===== src/rtl/oled_spi_sink_pkg.sv =====
// Shared opcodes, addressing modes and reset defaults for the OLED
// SPI driver and its receive-side sink.
package oled_spi_sink_pkg;

  localparam logic [7:0] OP_DISP_OFF   = 8'hAE;
  localparam logic [7:0] OP_DISP_ON    = 8'hAF;
  localparam logic [7:0] OP_ENTIRE_OFF = 8'hA4;
  localparam logic [7:0] OP_ENTIRE_ON  = 8'hA5;
  localparam logic [7:0] OP_NORMAL     = 8'hA6;
  localparam logic [7:0] OP_INVERSE    = 8'hA7;
  localparam logic [7:0] OP_CONTRAST   = 8'h81;
  localparam logic [7:0] OP_ADDR_MODE  = 8'h20;
  localparam logic [7:0] OP_PAGE_BASE  = 8'hB0;

  localparam logic [1:0] MODE_HORZ = 2'd0;
  localparam logic [1:0] MODE_VERT = 2'd1;
  localparam logic [1:0] MODE_PAGE = 2'd2;

  localparam logic [7:0] CONTRAST_RST = 8'h7F;
  localparam logic [1:0] MODE_RST     = MODE_PAGE;

  typedef enum logic [1:0] {
    ST_OPCODE,
    ST_ARG_CONTRAST,
    ST_ARG_MODE
  } cmd_state_e;

  // Column opcodes 00h-0Fh / 10h-1Fh load one nibble each.
  function automatic logic [7:0] set_nibble(
    input logic [7:0] v,
    input logic       hi,
    input logic [3:0] n
  );
    return hi ? {n, v[3:0]} : {v[7:4], n};
  endfunction

endpackage


===== src/rtl/oled_spi_deserializer.sv =====
// Pin synchronisers, sclk edge detect and MSB-first byte shifter
// for the OLED SPI sink.
module oled_spi_deserializer #(
  parameter int SYNC_STAGES = 2
) (
  input  logic       clk,
  input  logic       rst_n,
  input  logic       i_sclk,
  input  logic       i_sdin,
  input  logic       i_cmd,
  input  logic       i_cs,
  input  logic       i_res,
  output logic       o_byte_stb,
  output logic [7:0] o_byte,
  output logic       o_byte_is_data,
  output logic       o_res_n
);

  // Bit order {res, cs, cmd, sdin, sclk}; idle levels at reset.
  localparam logic [4:0] SYNC_RST = 5'b11000;

  logic [SYNC_STAGES-1:0][4:0] r_sync;
  logic [4:0] w_pins;
  logic [4:0] w_s;
  logic       w_sclk;
  logic       w_sdin;
  logic       w_cmd;
  logic       w_cs;
  logic       w_res;
  logic       r_sclk_d;
  logic       r_cs_d;
  logic [6:0] r_shift;
  logic [2:0] r_cnt;
  logic       w_take;

  assign w_pins = {i_res, i_cs, i_cmd, i_sdin, i_sclk};
  assign w_s    = r_sync[SYNC_STAGES-1];
  assign w_sclk = w_s[0];
  assign w_sdin = w_s[1];
  assign w_cmd  = w_s[2];
  assign w_cs   = w_s[3];
  assign w_res  = w_s[4];

  always_ff @(posedge clk or negedge rst_n) begin
    if (!rst_n) begin
      r_sync <= {SYNC_STAGES{SYNC_RST}};
    end else begin
      r_sync <= {r_sync[SYNC_STAGES-2:0], w_pins};
    end
  end

  // cs is judged one sample back so a final edge coinciding with
  // cs rising still completes its byte.
  assign w_take = w_sclk & ~r_sclk_d & ~r_cs_d & w_res;

  always_ff @(posedge clk or negedge rst_n) begin
    if (!rst_n) begin
      r_sclk_d <= 1'b0;
      r_cs_d   <= 1'b1;
      r_shift  <= '0;
      r_cnt    <= '0;
    end else begin
      r_sclk_d <= w_sclk;
      r_cs_d   <= w_cs;
      if (!w_res) begin
        r_shift <= '0;
        r_cnt   <= '0;
      end else begin
        if (w_take) begin
          r_shift <= {r_shift[5:0], w_sdin};
          r_cnt   <= r_cnt + 3'd1;
        end
        if (w_cs) r_cnt <= '0;
      end
    end
  end

  assign o_byte_stb     = w_take & (r_cnt == 3'd7);
  assign o_byte         = {r_shift, w_sdin};
  assign o_byte_is_data = w_cmd;
  assign o_res_n        = w_res;

endmodule


===== src/rtl/oled_spi_sink.sv =====
// SSD1306-style SPI receiver: command decode, configuration
// registers and GDDRAM write strobes with address auto-advance.
module oled_spi_sink
  import oled_spi_sink_pkg::*;
#(
  parameter int DISPLAY_WIDTH = 128,
  parameter int DISPLAY_PAGES = 8,
  parameter int SYNC_STAGES   = 2,
  localparam int CW = $clog2(DISPLAY_WIDTH),
  localparam int PW = $clog2(DISPLAY_PAGES),
  localparam int AW = $clog2(DISPLAY_WIDTH*DISPLAY_PAGES)
) (
  input  logic          clk,
  input  logic          rst_n,
  input  logic          sclk,
  input  logic          sdin,
  input  logic          res,
  input  logic          cmd,
  input  logic          cs,
  output logic          display_on,
  output logic [7:0]    contrast,
  output logic          inverse,
  output logic          entire_on,
  output logic [1:0]    addr_mode,
  output logic          wr_en,
  output logic [AW-1:0] wr_addr,
  output logic [7:0]    wr_data,
  output logic          byte_valid,
  output logic [7:0]    byte_data,
  output logic          byte_is_data,
  output logic          cmd_unknown
);

  logic       w_stb;
  logic [7:0] w_byte;
  logic       w_is_data;
  logic       w_res_n;

  oled_spi_deserializer #(
    .SYNC_STAGES(SYNC_STAGES)
  ) u_deser (
    .clk           (clk),
    .rst_n         (rst_n),
    .i_sclk        (sclk),
    .i_sdin        (sdin),
    .i_cmd         (cmd),
    .i_cs          (cs),
    .i_res         (res),
    .o_byte_stb    (w_stb),
    .o_byte        (w_byte),
    .o_byte_is_data(w_is_data),
    .o_res_n       (w_res_n)
  );

  cmd_state_e    r_state, w_state;
  logic          r_disp, w_disp;
  logic [7:0]    r_con, w_con;
  logic          r_inv, w_inv;
  logic          r_ent, w_ent;
  logic [1:0]    r_mode, w_mode;
  logic [CW-1:0] r_col, w_col;
  logic [PW-1:0] r_page, w_page;
  logic          r_wr_en, w_wr_en;
  logic [AW-1:0] r_wr_addr, w_wr_addr;
  logic [7:0]    r_wr_data, w_wr_data;
  logic          r_bv, w_bv;
  logic [7:0]    r_bd, w_bd;
  logic          r_bid, w_bid;
  logic          r_unk, w_unk;

  logic          w_col_last;
  logic          w_page_last;
  logic [CW-1:0] w_col_inc;
  logic [PW-1:0] w_page_inc;
  logic          w_op_disp;
  logic          w_op_ent;
  logic          w_op_inv;
  logic          w_op_con;
  logic          w_op_mode;
  logic          w_op_col;
  logic          w_op_page;

  assign w_col_last  = (r_col == CW'(DISPLAY_WIDTH-1));
  assign w_page_last = (r_page == PW'(DISPLAY_PAGES-1));
  assign w_col_inc   = w_col_last ? '0 : r_col + CW'(1);
  assign w_page_inc  = w_page_last ? '0 : r_page + PW'(1);

  assign w_op_disp = (w_byte[7:1] == OP_DISP_OFF[7:1]);
  assign w_op_ent  = (w_byte[7:1] == OP_ENTIRE_OFF[7:1]);
  assign w_op_inv  = (w_byte[7:1] == OP_NORMAL[7:1]);
  assign w_op_con  = (w_byte == OP_CONTRAST);
  assign w_op_mode = (w_byte == OP_ADDR_MODE);
  assign w_op_col  = (w_byte[7:5] == 3'b000);
  assign w_op_page = (w_byte[7:4] == OP_PAGE_BASE[7:4]) &&
                     (int'(w_byte[3:0]) < DISPLAY_PAGES);

  always_comb begin
    w_state   = r_state;
    w_disp    = r_disp;
    w_con     = r_con;
    w_inv     = r_inv;
    w_ent     = r_ent;
    w_mode    = r_mode;
    w_col     = r_col;
    w_page    = r_page;
    w_wr_en   = 1'b0;
    w_wr_addr = r_wr_addr;
    w_wr_data = r_wr_data;
    w_bv      = 1'b0;
    w_bd      = r_bd;
    w_bid     = r_bid;
    w_unk     = 1'b0;
    if (w_stb) begin
      w_bv  = 1'b1;
      w_bd  = w_byte;
      w_bid = w_is_data;
      if (w_is_data) begin
        w_wr_en   = 1'b1;
        w_wr_addr = AW'({r_page, r_col});
        w_wr_data = w_byte;
        unique case (r_mode)
          MODE_HORZ: begin
            w_col = w_col_inc;
            if (w_col_last) w_page = w_page_inc;
          end
          MODE_VERT: begin
            w_page = w_page_inc;
            if (w_page_last) w_col = w_col_inc;
          end
          default: w_col = w_col_inc;
        endcase
      end else begin
        unique case (r_state)
          ST_ARG_CONTRAST: begin
            w_con   = w_byte;
            w_state = ST_OPCODE;
          end
          ST_ARG_MODE: begin
            if (w_byte <= {6'd0, MODE_PAGE}) w_mode = w_byte[1:0];
            w_state = ST_OPCODE;
          end
          default: begin
            unique case (1'b1)
              w_op_disp: w_disp  = w_byte[0];
              w_op_ent:  w_ent   = w_byte[0];
              w_op_inv:  w_inv   = w_byte[0];
              w_op_con:  w_state = ST_ARG_CONTRAST;
              w_op_mode: w_state = ST_ARG_MODE;
              w_op_col:  w_col   = CW'(set_nibble(8'(r_col),
                                                 w_byte[4],
                                                 w_byte[3:0]));
              w_op_page: w_page  = PW'(w_byte[3:0]);
              default:   w_unk   = 1'b1;
            endcase
          end
        endcase
      end
    end
  end

  always_ff @(posedge clk or negedge rst_n) begin
    if (!rst_n) begin
      r_state   <= ST_OPCODE;
      r_disp    <= 1'b0;
      r_con     <= CONTRAST_RST;
      r_inv     <= 1'b0;
      r_ent     <= 1'b0;
      r_mode    <= MODE_RST;
      r_col     <= '0;
      r_page    <= '0;
      r_wr_en   <= 1'b0;
      r_wr_addr <= '0;
      r_wr_data <= '0;
      r_bv      <= 1'b0;
      r_bd      <= '0;
      r_bid     <= 1'b0;
      r_unk     <= 1'b0;
    end else if (!w_res_n) begin
      // Display res pin: soft reset overrides any completing byte.
      r_state   <= ST_OPCODE;
      r_disp    <= 1'b0;
      r_con     <= CONTRAST_RST;
      r_inv     <= 1'b0;
      r_ent     <= 1'b0;
      r_mode    <= MODE_RST;
      r_col     <= '0;
      r_page    <= '0;
      r_wr_en   <= 1'b0;
      r_wr_addr <= '0;
      r_wr_data <= '0;
      r_bv      <= 1'b0;
      r_bd      <= '0;
      r_bid     <= 1'b0;
      r_unk     <= 1'b0;
    end else begin
      r_state   <= w_state;
      r_disp    <= w_disp;
      r_con     <= w_con;
      r_inv     <= w_inv;
      r_ent     <= w_ent;
      r_mode    <= w_mode;
      r_col     <= w_col;
      r_page    <= w_page;
      r_wr_en   <= w_wr_en;
      r_wr_addr <= w_wr_addr;
      r_wr_data <= w_wr_data;
      r_bv      <= w_bv;
      r_bd      <= w_bd;
      r_bid     <= w_bid;
      r_unk     <= w_unk;
    end
  end

  assign display_on   = r_disp;
  assign contrast     = r_con;
  assign inverse      = r_inv;
  assign entire_on    = r_ent;
  assign addr_mode    = r_mode;
  assign wr_en        = r_wr_en;
  assign wr_addr      = r_wr_addr;
  assign wr_data      = r_wr_data;
  assign byte_valid   = r_bv;
  assign byte_data    = r_bd;
  assign byte_is_data = r_bid;
  assign cmd_unknown  = r_unk;

endmodule


===== config.mk =====
export PLATFORM = sky130hd
export DESIGN_NAME = oled_spi_sink
export DESIGN_NICKNAME = d
export VERILOG_FILES = /design/src/rtl/oled_spi_sink_pkg.sv /design/src/rtl/oled_spi_deserializer.sv /design/src/rtl/oled_spi_sink.sv
export SDC_FILE = /design/constraint.sdc
export NUM_CORES = 1
export LEC_CHECK = 0
export CORE_ASPECT_RATIO = 1.4
export CORE_MARGIN = 2
export CORE_UTILIZATION = 45
export DETAILED_ROUTE_END_ITERATION = 8
export PLACE_DENSITY_LB_ADDON = 0.1
export SLEW_MARGIN = 0
export SYNTH_ARGS = -nofsm -noshare
export SYNTH_HDL_FRONTEND = slang
export SYNTH_SLANG_ARGS = --single-unit

===== constraint.sdc =====
create_clock -name clk -period 1.8 [get_ports clk]
set_clock_uncertainty 0.05 [all_clocks]
set_input_delay 0.36 -clock clk [delete_from_list [all_inputs] [get_ports clk]]
set_output_delay 0.36 -clock clk [all_outputs]
set_load 0.02 [all_outputs]

; ---- Word-level counts from Yosys, hierarchy flattened
; Cells that the tools add are included.
[op_classes]
n_addsub = 3
n_lt_le_gt_ge = 2
n_eq_ne = 33
muxes = 71
bitwise_logic = 6
n_reduce_logical = 15
[ops]
columns = cell, count
row1 = $mux 7, 11
row2 = $mux 8, 9
row3 = $mux 10, 3
row4 = $mux 3, 10
row5 = $eq 7x7->1 const B, 4
row6 = $mux 1, 27
row7 = $ne 2x2->1 const B, 10
row8 = $mux 2, 9
row9 = $ne 3x3->1 const B, 6
row10 = $ne 4x4->1 const B, 4
row11 = $reduce_and 4->1, 4
row12 = $reduce_and 5->1, 3
row13 = $eq 8x6->1 const B, 1
row14 = $eq 8x8->1 const B, 1
row15 = $le 8x2->1 const B, 1
row16 = $add 7x1->7 const B, 1
row17 = $reduce_or 7->1, 1
row18 = $add 3x1->3 const B, 2
row19 = $eq 3x3->1 const B, 2
row20 = $pmux 3 s2, 1
row21 = $reduce_and 3->1, 2
row22 = $and 1x1->1, 4
row23 = $eq 2x1->1 const B, 2
row24 = $eq 4x4->1 const B, 1
row25 = other kinds (10), 11
[word_totals]
ff_bits = 77
input_bits = 7
output_inout_bits = 43
elab_cells = 152

; ---- Depth between registers and ports, before layout
; Gate-level depths: netlist (run 1).
[logic_depth]
ltp_word = 8
depth_mapped = 8
mapped_depth_nobuf = 7

; ---- By module
; A second synthesis (run 1) with hierarchy kept.
[hier_totals]
cells_unflattened = 357
area_unflattened_um2 = 3681.0
[by_module_without_submodules]
columns = module, instances, cells_per_inst, area_each_um2, seq_area_each_um2
row1 = oled_spi_sink, 1, 304, 2884.0, 1386.3
row2 = oled_spi_deserializer, 1, 53, 797.0, 556.8

; ---- Worst setup path after synthesis (run 1)
; No wires, ideal clock.
[synth_path]
path_type = register to register
from = register r_state[0]
to = register r_col[0]
setup_time_ns = 0.125
arrival_time_ns = 1.708
required_time_ns = 1.625
slack_ns = -0.083
stages_incl_launch_ff = 7
n_path_buf = 0
period_less_slack_ns = 1.883
cell_sequence = dfrtp_1 -> inv_1 -> ha_1 -> nor4b_4 -> a21oi_1 -> o21ai_0 -> mux2_2
[synth_between]
elab_chain_len = 4
elab_cells_between_ends = 5
classes_between = 3 x eq/ne / 2 x reduce/logical
[synth_rtl]
columns = item, line
row1 = start: declaration, oled_spi_sink.sv:55  ; cmd_state_e r_state, w_state;
row2 = start signal: assignment, oled_spi_sink.sv:196  ; r_state <= w_state;
row3 = $eq 2x2->1 / $eq 2x1->1 (equally long branches), oled_spi_sink.sv:133  ; unique case (r_state)
row4 = $reduce_or 2->1 (no line) (*), n/a
row5 = $ne 3x3->1 (no line) (*), n/a
row6 = $reduce_and 5->1 (no line) (*), n/a
row7 = end signal: assignment, oled_spi_sink.sv:202  ; r_col <= w_col;
row8 = end: declaration, oled_spi_sink.sv:61  ; logic [CW-1:0] r_col, w_col;
; Every way passes the cells marked *; elsewhere a longest branch is shown, timed or not.
; A chain may end at the register's enable or synchronous reset.

; ---- Worst setup path in the final report (run 1)
[layout_path]
from = register r_state[1]
to = register r_col[0]
; Same word-level chain as after synthesis.

==> results of run 1 <==
[power by group]
part / internal (mW) / total [mW] / switching (mW)
combinational: 0.0644 / 0.167 / 0.102
sequential: 1.75 / 1.77 / 0.0223
clock: 0.787 / 1.46 / 0.677
total: 2.60 / 3.40 / 0.801
[worst max-delay path: stages (launching register included)]
cell and delay, ns:
dfrtp_1 0.42, ha_4 0.29, nor4b_4 0.33, a21oi_2 0.15, o21ai_1 0.19, mux2_4 0.31
[cell families after synthesis]
group                    Yosys count  share of synthesized area, %
AND/OR/NAND/NOR                  156                         21.76
flip-flops                        77                         54.17
AO/OA/AOI/OAI                     74                         13.29
buffers and inverters             38                         4.464
multiplexers                      12                         3.383
adder cells (fa/ha/maj)            7                         2.441
XOR/XNOR                           2                        0.4884
[cell usage after synthesis, drive strengths merged (7+ instances only)]
library cell	instances	share of area, %
nand2	79	8.3
a21oi	32	4.5
ha	7	2.4
nand3	24	3.3
nor2	16	1.7
clkbuf	14	1.5
inv	12	1.3
buf	11	1.6
o21ai	9	1.3
dfstp	13	9.5
dfrtp	64	45
o211ai	7	1.5
mux2i	11	3.1
[per-layer routing]
layer	up-vias	global-route usage, %	share of wire (%)
met5	-	0	0
met4	0	15.64	3.6
met3	26	4.023	4.3
met2	89	42.26	53
met1	1549	28.02	39
li1	1468	-	-
[state kept, by name, summed over array words and instances (netlist names), 2 cells and up]
signal / flops
u_deser.r_cnt: 3
u_deser.r_sync: 5
r_state: 2
addr_mode: 2
u_deser.r_shift: 7
r_col: 7
contrast: 8
byte_data: 8
u_deser.w_s: 5
r_page: 3
wr_data: 8
wr_addr: 10
[cells in the final DEF (no fill, tap or decap), types with 2 or more instances in the layout]
cell type,instances
a21oi_1,27
inv_2,2
bufinv_16,2
dfstp_2,13
o21ai_0,8
a211oi_2,3
a21oi_2,4
o31ai_1,2
nand2_1,78
o311ai_1,2
buf_12,4
nand4b_1,4
o211ai_1,7
ha_1,4
and4_1,3
dlygate4sd2_1,10
and2_1,2
a41oi_2,2
clkbuf_8,9
inv_1,10
and3b_1,2
buf_4,50
and4bb_4,2
xnor2_1,2
clkinv_4,2
nor2_1,15
ha_4,2
clkdlybuf4s50_1,35
dlymetal6s2s_1,3
nand4_1,4
nor4_1,2
dfrtp_1,63
mux2i_1,11
nand2b_1,4
nand3_1,24
[path summary, 6_finish.rpt]
check                                  start                end  slack (ns)  cells after the start
setup / recovery                  r_state[1]           r_col[0]       -0.05                      5
hold / removal             u_deser.r_sync[2]     u_deser.w_s[2]        0.31                      0
setup reg to reg                  r_state[1]           r_col[0]       -0.05                      5
hold reg to reg            u_deser.r_sync[2]     u_deser.w_s[2]        0.31                      0
max in group asynchronous              rst_n  u_deser.r_sync[4]        0.70                      3
min in group asynchronous              rst_n        cmd_unknown        0.45                      2
[per-stage QoR]
step / instance area [um^2] / total power, mW
CTS: 4833 / 3.435
floorplan: 3606 / 1.856
global route: 4947 / 3.517
detailed placement: 4538 / 1.965
finish: 4947 / 3.405
global placement: 4538 / 1.963
[layout make-up]
class | count | area (um^2)
Tap cell | 100 | 125.1
Timing Repair Buffer | 103 | 940.9
Inverter | 13 | 48.80
Clock inverter | 7 | 98.84
Clock buffer | 9 | 123.9
Fill cell | 637 | 2803
Multi-Input combinational cell | 252 | 1665
Sequential cell | 77 | 1944
[what timing repair did]
item                                   in CTS  in global routing
gates cloned                                1                  0
endpoints found under the hold margin      19                  0
hold buffers                                1                  0
gates resized for setup                    22                 25
setup endpoints to repair                  39                 34
pin swaps                                   7                 10
setup buffers                               1                  2
==> results.cfg, run 1 <==
[timing]
drv_slew = 0
min_period_ns = 1.851
timing.hold.ws_ns = 0.3090
hold_violations = 0
layout_worst_path_cycle_share_pct = 102.9
rsz0062_at_grt = yes
finalWorstSetupSlack_ns = -0.05132
tightest_slew_ns = 0.5187
clock.fmax_ghz = 0.5402
fin_setup_tns_ns = -0.1346
finalSetupViolations = 6
slew_headroom_pct = 65.42

[global_route]
antenna_found_initial = 0
grt_pass1_wl_mm = 15.87
track_usage_pct = 24.51
overflow = 0
grt_pass1_vias = 3200
grt_max_degree = 34

[placed_design]
gp_congestion = 0.8779
io_buffers = 49
preCtsSetupSlack_ns = -0.08214
dp.cells = 540
dp_hpwl_mm = 6.983

[clock_network]
cts.path.max_buffers = 2
clock_sinks = 77
cts_tree = yes
path_clk_slew_ns = 0.08
root_buffer = clkbuf_8
clk_latency_ns = 0.36
htree_levels = 3
cts_buffers = 9

[detailed_routing]
viasPerCell = 5.583
num_vias = 3132
routedWlPerCell_um = 17.83
drt_iter0_drc = 196
route.detailed.drc = 0
route.antenna.remaining_nets = 0
wl_mm = 10.01
firstDrtPassIters = 4

[synthesis]
synth-seq-cells = 77
synthesis.nets = 380
synth_edf_count = 0
syn_area_um2 = 3587
yosysSeqAreaShare_pct = 54.17
synth_cell_types = 53
postSynthCellCount = 366
async_flop_share_pct = 100.0
ys_warn_count = 0
ys_dominant_reg_cell = dfrtp_1
avgSynthCellArea_um2 = 9.801

[critical_path]
cp-start-kind = register
timing.critical_path.required_ns = 2.01
cp.arrival_ns = 2.06
worstSetupPathType = register to register
end_kind = register
crit_fanout = 5

[power]
p_leak_nw = 2.171
ir_worst_vdd_v = 0.0007247
powerDensity_nw_per_um2 = 688.2

[final_layout]
final_core_util_pct = 63.84
drive_gt1_share_pct = 25.16
finalNonFillerCells = 561
syn_to_final_growth_pct = 37.91
fin_nets = 470
antennaDiodeCount = 0

[status]
outcome = finished with violations
violations = negative setup slack

[die]
initial_utilization_pct = 46.29
die_w_um = 79.46
die_y_um = 109.6
dieArea_um2 = 8712
coreArea_um2 = 7750
io_pins = 50
rows = 38

[job]
max_cap_violations = 0

[worst_hold_path]
holdCritPathClass = register to register
No activity file was read; power rests on OpenSTA's default activity.
==> run 2, diff against run 1 <==
CTS_BUF_LIST = sky130_fd_sc_hd__clkbuf_4 sky130_fd_sc_hd__clkbuf_8 sky130_fd_sc_hd__clkbuf_16   (was not set)
CTS_CLUSTER_DIAMETER = 200   (was not set)
==> results of run 2 <==
The final DEF is identical to that of run 1; final timing and power are the same.
==> run 3, diff against run 2 <==
CAP_MARGIN = 10   (was not set)
PLACE_DENSITY = 0.76   (was not set)
PLACE_DENSITY_LB_ADDON = not set   (was 0.1)
==> results.cfg, run 3 (synthesis results as in run 1) <==
[job]
max_cap_violations = 0

[die]
die_w_um = 79.46
dieArea_um2 = 8712
initial_utilization_pct = 46.29
coreArea_um2 = 7750
io_pins = 50
die_y_um = 109.6
rows = 38

[critical_path]
crit_start = u_deser.r_cnt[1]
worstSetupPathType = register to register
r2r_cells = 6
cpMostUsedCell = ha_4
timing.critical_path.required_ns = 2.04
r2r_slack_ns = -0.06
cpMaxStageDelayCell = or4b_4
cp_slowest_stage_delay_ns = 0.54
endpoint = addr_mode[0]
cp-start-kind = register
reg2reg_to = addr_mode[0]
cp.arrival_ns = 2.10
worstReg2RegStart = u_deser.r_cnt[1]
critPathBufInv = 0
path_cells = ha_4 > ha_4 > and4bb_4 > nand4_1 > or4b_4 > a21oi_2
end_kind = register
crit_fanout = 7
worst-path-stages = 6
crit_family = simple AND/OR/NAND/NOR gates

[clock_network]
root_buffer = clkbuf_8
clk_latency_ns = 0.36
cts_buffers = 9
cts_tree = yes
htree_levels = 3
cts.path.max_buffers = 2
path_clk_slew_ns = 0.07
clock_sinks = 77

[power]
ir_worst_vdd_v = 0.0005118
power.total_mw = 3.259
powerDensity_nw_per_um2 = 651.6
p_leak_nw = 2.140

[final_layout]
antennaDiodeCount = 0
fin_nets = 476
largest_reg_flops = 10
syn_to_final_growth_pct = 39.41
fillers = 621
layout_common_cells = nand2_1 (75), dfrtp_1 (63), buf_4 (54)
final_core_util_pct = 64.53
final_common_cell = nand2_1
drive_gt1_share_pct = 27.47

[detailed_routing]
wl_mm = 9.544
route.antenna.remaining_nets = 0
firstDrtPassIters = 6
viasPerCell = 5.668
num_vias = 3208
drt_iter0_drc = 261
routedWlPerCell_um = 16.86
route.detailed.drc = 0

[timing]
timing.hold.ws_ns = 0.2897
finalWorstSetupSlack_ns = -0.05521
hold_violations = 0
min_period_ns = 1.855
slew_headroom_pct = 68.63
tightest_slew_ns = 0.4705
clock.fmax_ghz = 0.5390
rsz0062_at_grt = yes
finalSetupViolations = 5
layout_worst_path_cycle_share_pct = 103.1
drv_slew = 0

[global_route]
track_usage_pct = 23.38
grt_pass1_vias = 3203
grt_max_degree = 52
antenna_found_initial = 0
overflow = 0
grt_pass1_wl_mm = 15.51

[placed_design]
gp_congestion = 0.9295
io_buffers = 49
dp_hpwl_mm = 6.700

[status]
violations = negative setup slack
outcome = finished with violations

[worst_hold_path]
holdCritPathClass = input pin to async pin
==> run 3: cell types whose count changed in the layout (fill, tap and decap cells not counted), moves of 2 or more <==
cell / before / now
nand3_2: 0 / 3
buf_4: 50 / 54
a21oi_4: 1 / 3
dlymetal6s2s_1: 3 / 0
nand3_1: 24 / 21
clkinv_4: 2 / 0
clkdlybuf4s50_1: 35 / 39
nand2_1: 78 / 75
buf_6: 0 / 5
nand2_2: 1 / 3
a21oi_2: 4 / 2
clkbuf_8: 9 / 11
buf_12: 4 / 2
==> run 3: worst register-to-register path, cell delays in order, from the launching register on <==
cell	delay, ns
dfrtp_1	0.39
ha_4	0.16
ha_4	0.13
and4bb_4	0.30
nand4_1	0.10
or4b_4	0.54
a21oi_2	0.12
==> run 3: worst min path at each step <==
stage	start	endpoint	slack, ns	depth (start not counted)
detailed placement	rst_n	cmd_unknown	0.12	1
global placement	rst_n	cmd_unknown	0.12	1
CTS	rst_n	cmd_unknown	0.27	2
global route	rst_n	cmd_unknown	0.29	2
finish	rst_n	cmd_unknown	0.29	2
floorplan	rst_n	addr_mode[0]	0.01	0
==> run 3: metrics by stage <==
stage	setup TNS (ns)	setup WS, ns	std cells	instance area, um^2
2_1_floorplan	0	0.006753	366	3606
3_3_place_gp	-0.6040	-0.1407	544	4531
3_5_place_dp	-1.650	-0.1509	544	4531
4_1_cts	-0.2120	-0.05964	565	4880
5_1_grt	-0.8369	-0.1139	566	5001
6_report	-0.1273	-0.05521	566	5001
==> run 3: routing by layer <==
layer	GRT usage, %	vias up	wire (um)
met1	28.66	1575	3770
met2	38.90	124	4977
met5	0	-	0
li1	-	1481	-
met3	4.433	28	499
met4	12.56	0	296
==> run 3: final cells by class <==
class / count / area, um^2 / area share (%)
Sequential cell: 77 / 1944 / 38.88
Multi-Input combinational cell: 251 / 1699 / 33.98
Timing Repair Buffer: 110 / 980.9 / 19.61
Clock buffer: 11 / 151.4 / 3.027
Tap cell: 100 / 125.1 / 2.502
Inverter: 13 / 52.55 / 1.051
Clock inverter: 4 / 47.55 / 0.9507
==> run 3: repair_timing <==
action / in CTS / in global routing
gates resized for setup: 32 / 25
setup endpoints to repair: 37 / 22
pin swaps: 6 / 4
hold endpoints to repair: 66 / 0
hold buffers: 1 / 0
buffers inserted: 5 / 2
==> run 3: where the power goes <==
group / internal (mW) / switching, mW
clock network: 0.703 / 0.621
registers: 1.75 / 0.0181
logic: 0.0607 / 0.104
total: 2.52 / 0.743
